## config.mk

```make
export PLATFORM = sky130hd
export DESIGN_NAME = seq_divider
export DESIGN_NICKNAME = d
export VERILOG_FILES = /design/src/rtl/div_pkg.sv /design/src/rtl/div_step.sv /design/src/rtl/seq_divider.sv
export SDC_FILE = /design/constraint.sdc
export NUM_CORES = 1
export LEC_CHECK = 0
export CAP_MARGIN = 20
export CORE_MARGIN = 2
export CORE_UTILIZATION = 40
export CTS_CLUSTER_SIZE = 12
export DETAILED_ROUTE_END_ITERATION = 6
export GPL_ROUTABILITY_DRIVEN = 0
export GPL_TIMING_DRIVEN = 0
export SLEW_MARGIN = 10
export SYNTH_ARGS = -nofsm -noshare
export SYNTH_HDL_FRONTEND = slang
export SYNTH_SLANG_ARGS = --single-unit
```

## constraint.sdc

```tcl
create_clock -name clk -period 6.9 [get_ports clk]
set_input_delay 2.07 -clock clk [delete_from_list [all_inputs] [get_ports clk]]
set_output_delay 2.07 -clock clk [all_outputs]
set_load 0.01 [all_outputs]
```

## src/rtl/div_pkg.sv

```systemverilog
// Shared types and constants for the sequential radix-2 divider.
// Holds the FSM encoding, the default widths and the divide-by-zero quotient.
package div_pkg;

    localparam int DIV_WIDTH = 32;
    localparam int DIV_CNT_W = 6;

    typedef enum logic [1:0] {
        IDLE = 2'd0,
        RUN  = 2'd1,
        DONE = 2'd2
    } div_state_t;

    localparam logic [DIV_WIDTH-1:0] DIV0_QUOT = '1;

endpackage

```

## src/rtl/div_step.sv

```systemverilog
// One restoring-division iteration: shift in the next dividend bit, trial-subtract
// the divisor, and keep the difference only when it does not go negative.
module div_step #(
    parameter int WIDTH = 32
) (
    input  logic [WIDTH-1:0] rem,
    input  logic             msb,
    input  logic [WIDTH-1:0] divisor,
    output logic [WIDTH-1:0] rem_next,
    output logic             q_bit
);

    logic [WIDTH:0] shifted;
    logic [WIDTH:0] trial;

    // shifted < 2*divisor, so a successful trial always fits back into WIDTH bits.
    always_comb begin
        shifted = {rem, msb};
        trial   = shifted - {1'b0, divisor};
        if (!trial[WIDTH]) begin
            rem_next = trial[WIDTH-1:0];
            q_bit    = 1'b1;
        end else begin
            rem_next = shifted[WIDTH-1:0];
            q_bit    = 1'b0;
        end
    end

endmodule

```

## src/rtl/seq_divider.sv

```systemverilog
// Multi-cycle signed/unsigned restoring divider for the execute stage.
// Fixed latency: accept, WIDTH iterations, then a one-cycle dataOK pulse.
module seq_divider
    import div_pkg::*;
#(
    parameter int WIDTH = DIV_WIDTH,
    parameter int CNT_W = DIV_CNT_W
) (
    input  logic               clk,
    input  logic               rst_n,
    input  logic               int_flush,
    input  logic               sign,
    input  logic [WIDTH-1:0]   A,
    input  logic [WIDTH-1:0]   B,
    input  logic               sourceData,
    output logic [2*WIDTH-1:0] F,
    output logic               hasData,
    output logic               dataOK
);

    localparam logic [CNT_W-1:0] LAST_CNT = CNT_W'(WIDTH - 1);

    div_state_t       state;
    div_state_t       state_next;
    logic [CNT_W-1:0] cnt;
    logic [WIDTH-1:0] rem;
    logic [WIDTH-1:0] dvd;
    logic [WIDTH-1:0] dsr;
    logic             qneg;
    logic             rneg;

    logic             accept;
    logic             last;
    logic [WIDTH-1:0] a_abs;
    logic [WIDTH-1:0] b_abs;
    logic [WIDTH-1:0] rem_next;
    logic             q_bit;
    logic [WIDTH-1:0] quot_raw;
    logic [WIDTH-1:0] quot_fin;
    logic [WIDTH-1:0] rem_fin;

    div_step #(
        .WIDTH (WIDTH)
    ) u_step (
        .rem      (rem),
        .msb      (dvd[WIDTH-1]),
        .divisor  (dsr),
        .rem_next (rem_next),
        .q_bit    (q_bit)
    );

    always_comb begin
        state_next = state;
        accept     = 1'b0;
        last       = 1'b0;
        case (state)
            IDLE: begin
                if (sourceData) begin
                    accept     = 1'b1;
                    state_next = RUN;
                end
            end
            RUN: begin
                if (cnt == LAST_CNT) begin
                    last       = 1'b1;
                    state_next = DONE;
                end
            end
            DONE:    state_next = IDLE;
            default: state_next = IDLE;
        endcase
        if (int_flush) begin
            state_next = IDLE;
            accept     = 1'b0;
            last       = 1'b0;
        end
    end

    always_comb begin
        a_abs    = (sign & A[WIDTH-1]) ? -A : A;
        b_abs    = (sign & B[WIDTH-1]) ? -B : B;
        quot_raw = {dvd[WIDTH-2:0], q_bit};
        quot_fin = qneg ? -quot_raw : quot_raw;
        rem_fin  = rneg ? -rem_next : rem_next;
        // With a zero divisor every trial succeeds, so the remainder already
        // reconstructs A; only the quotient needs the override.
        if (dsr == '0) begin
            quot_fin = DIV0_QUOT[WIDTH-1:0];
        end
    end

    always_ff @(posedge clk) begin
        if (!rst_n) begin
            state <= IDLE;
            cnt   <= '0;
            rem   <= '0;
            dvd   <= '0;
            dsr   <= '0;
            qneg  <= 1'b0;
            rneg  <= 1'b0;
            F     <= '0;
        end else begin
            state <= state_next;
            if (int_flush) begin
                cnt <= '0;
            end else if (accept) begin
                cnt  <= '0;
                rem  <= '0;
                dvd  <= a_abs;
                dsr  <= b_abs;
                qneg <= sign & (A[WIDTH-1] ^ B[WIDTH-1]);
                rneg <= sign & A[WIDTH-1];
            end else if (state == RUN) begin
                cnt <= cnt + CNT_W'(1);
                rem <= rem_next;
                dvd <= quot_raw;
                if (last) begin
                    F <= {quot_fin, rem_fin};
                end
            end
        end
    end

    // hasData rises in the request cycle itself so the pipeline stalls at once.
    assign hasData = ~int_flush & ((state != IDLE) | sourceData);
    assign dataOK  = ~int_flush & (state == DONE);

endmodule

```

==> metrics <==
Syn Area/Cell 7.72 µm²; CTS sink cnt 170; post-route minimum period between 6 and 7 ns; ys async rst share 0%; Mapped Area 0.0113 mm²; clk slew on worst S/H paths ~0.080 ns; slew margin rel. roughly 30%; peak supply drop ~0.00019 V; CTS root buffer clkbuf_16; Hold Crit Class reg -> reg; final max-slew violation count 0; Post-Syn Nets 1566; Synth cell types roughly 90; status completed; Layout fillers about 2800; CP Capture Type flop; area delta synth->final 21.4%; Fmax achieved between 150 and 200 MHz; Final ANT Viol Nets 0; DRT Wirelength ~37000 µm; Die Span X around 170 µm; DR pass1 iterations 6; Multi-input gate area between 0.007 and 0.008 mm²; initial antenna violation count 0; # H-tree levels 4; Leak Pwr between 4 and 5 nW; Post-synth EDFFs 0; port bufs about 130; WS Path Type reg -> reg; Crit path top cell by count buf_2; CTS tree done; Crit path max-delay family compound AO/OA/AOI/OAI gates; deepest clock path buffer count 2; commonest non-fill, non-tap cell in the layout a21oi_1; power per cell area between 150 and 200 mW/mm²; Worst Path Buf+Inv 6; Clock Skew approximately 0.012 ns; core area roughly 0.028 mm²; post-synthesis sequential area ratio between 30% and 40%; Initial Utilization around 41%; crit path max fanout 10; critical path's slowest cell or4_1; fin crit share 94.0%; max cap viols 0; Final #Nets 1718; Hold Fails Final Rpt 0; Worst Max-Slew Pin Slew 1.05 ns; Avg WL per Cell between 15 and 20 µm; fin cells 2002; RSZ-0062 raised after global routing no; DIE HEIGHT 172 µm; max incr delay on CP 0.50 ns; yosys synthesis warning count 0; largest net degree at the start of global routing 19; layout cells sized above 1 5.79%; post-DP HPWL about 30000 µm; Setup crit start kind flop; via count ~11000; DP Cell Count just under 2000; vias per cell ~5.6; first-pass GRT wire length between 50000 and 60000 µm; count of final setup violators 0; vias in the first global route between 10000 and 15000; Row Count 61; Primary FF master, synth dfxtp_1; WP data arrival just under 7 ns; aggregate global-route resource usage around 25%; Register Area approximately 0.0034 mm²; register bit total from synthesis 170; commonest cells after routing, fill and taps aside 201 x a21oi_1, 170 x dfxtp_1, 161 x nand2_1; Total Neg Setup Slack 0 ns; critical path data required time just over 7 ns; CTS buffer count 17; number of DRC markers in iteration 0 796; GRT Residual Overflow 0; Antenna Cells 0; die area just under 0.03 mm²; Ports approximately 140; clock latency on the worst-skew pair roughly 0.44 ns; postcts setup bufs 0; Remaining DRCs 0; Gate Count Post-Synth 1459
-- metrics by stage --
stage	hold slack (ns)	total power, mW	instance area [µm²]	setup WS, ns	utilization, %
detailed placement	0.475	1.59	13100	0.554	47.0
CTS	0.489	2.57	13700	0.526	49.2
floorplan	0.445	1.41	11300	1.82	-
finish	0.486	2.57	13700	0.413	49.2
global route	0.514	2.67	13700	0.0135	49.2
global placement	0.462	1.59	13100	0.568	47.0
-- worst register-to-register path: cells and delay by family, from the launching register on --
| family | cells | cell delay, ns |
|---|---|---|
| compound gates | 9 | 2.37 |
| simple gates | 6 | 1.26 |
| buf+inv | 6 | 1.22 |
| fa+ha+maj | 3 | 0.89 |
| flops | 1 | 0.44 |
| xor+xnor | 1 | 0.19 |
-- worst paths after layout --
path / from / end / slack (ns) / cells after the start
worst max-delay path: dvd[31] / F[30] / 0.41 / 25
worst min-delay path: cnt[1] / cnt[1] / 0.49 / 2
worst max register to register: dvd[31] / F[30] / 0.41 / 25
worst min register to register: cnt[1] / cnt[1] / 0.49 / 2
-- metal layers --
metal  up-vias  routed length [µm]  track usage, %
met5         -                   0               0
met4         0                 750            6.58
met3        41                1920            3.61
met2       324               17100            41.8
met1      5205               17100            33.8
li1       5585                   -               -
-- Yosys cell counts (all sizes together), types with 19 or more instances --
cell / n / share of area (%)
o21ai: 123 / 5.5
a211oi: 25 / 1.7
nand2: 161 / 5.4
xor2: 68 / 5.3
clkbuf: 65 / 2.2
xnor2: 70 / 5.4
o41ai: 19 / 2.1
nor3: 30 / 1.3
nor4: 24 / 1.3
o31ai: 23 / 1.7
nor2: 123 / 4.2
ha: 37 / 4.1
or3: 22 / 1.2
a21oi: 207 / 9.5
a22oi: 27 / 1.8
mux2i: 30 / 2.8
inv: 53 / 1.8
dfxtp: 170 / 30
-- repair_timing --
action / CTS / global route
resized for setup: 0 / 0
setup endpoints to repair: 0 / 2
hold buffers: 0 / 0
-- layout make-up --
class | instances | area share, %
Clock buffer | 18 | 3.14
Multi-Input combinational cell | 1151 | 53.4
Buffer | 84 | 2.59
Sequential cell | 170 | 24.9
Timing Repair Buffer | 133 | 9.70
Inverter | 54 | 1.50
Tap cell | 378 | 3.46
Clock inverter | 14 | 1.34
-- flip-flops by register name (all words and copies together) (netlist names) --
register	cells
state	2
qneg	1
cnt	6
F	64
rem	32
dsr	32
rneg	1
dvd	32
-- where the power goes --
group	leakage, nW	internal [mW]	switching [mW]	total [mW]
clock	0.294	0.523	0.470	0.993
combinational	3.29	0.207	0.336	0.543
sequential	1.38	1.01	0.0290	1.03
total	4.96	1.74	0.835	2.57
-- cells by family (layout without fill, tap and decap cells) --
family / Yosys count / count (layout) / synth area share, %
compound gates: 495 / 495 / 27.9
flops: 170 / 170 / 30.2
xor+xnor: 138 / 138 / 10.7
fa+ha+maj: 38 / 38 / 4.29
mux: 31 / 31 / 2.88
buf+inv: 138 / 303 / 4.96
simple gates: 449 / 449 / 19.0
Power figures use the tool's default switching activity.
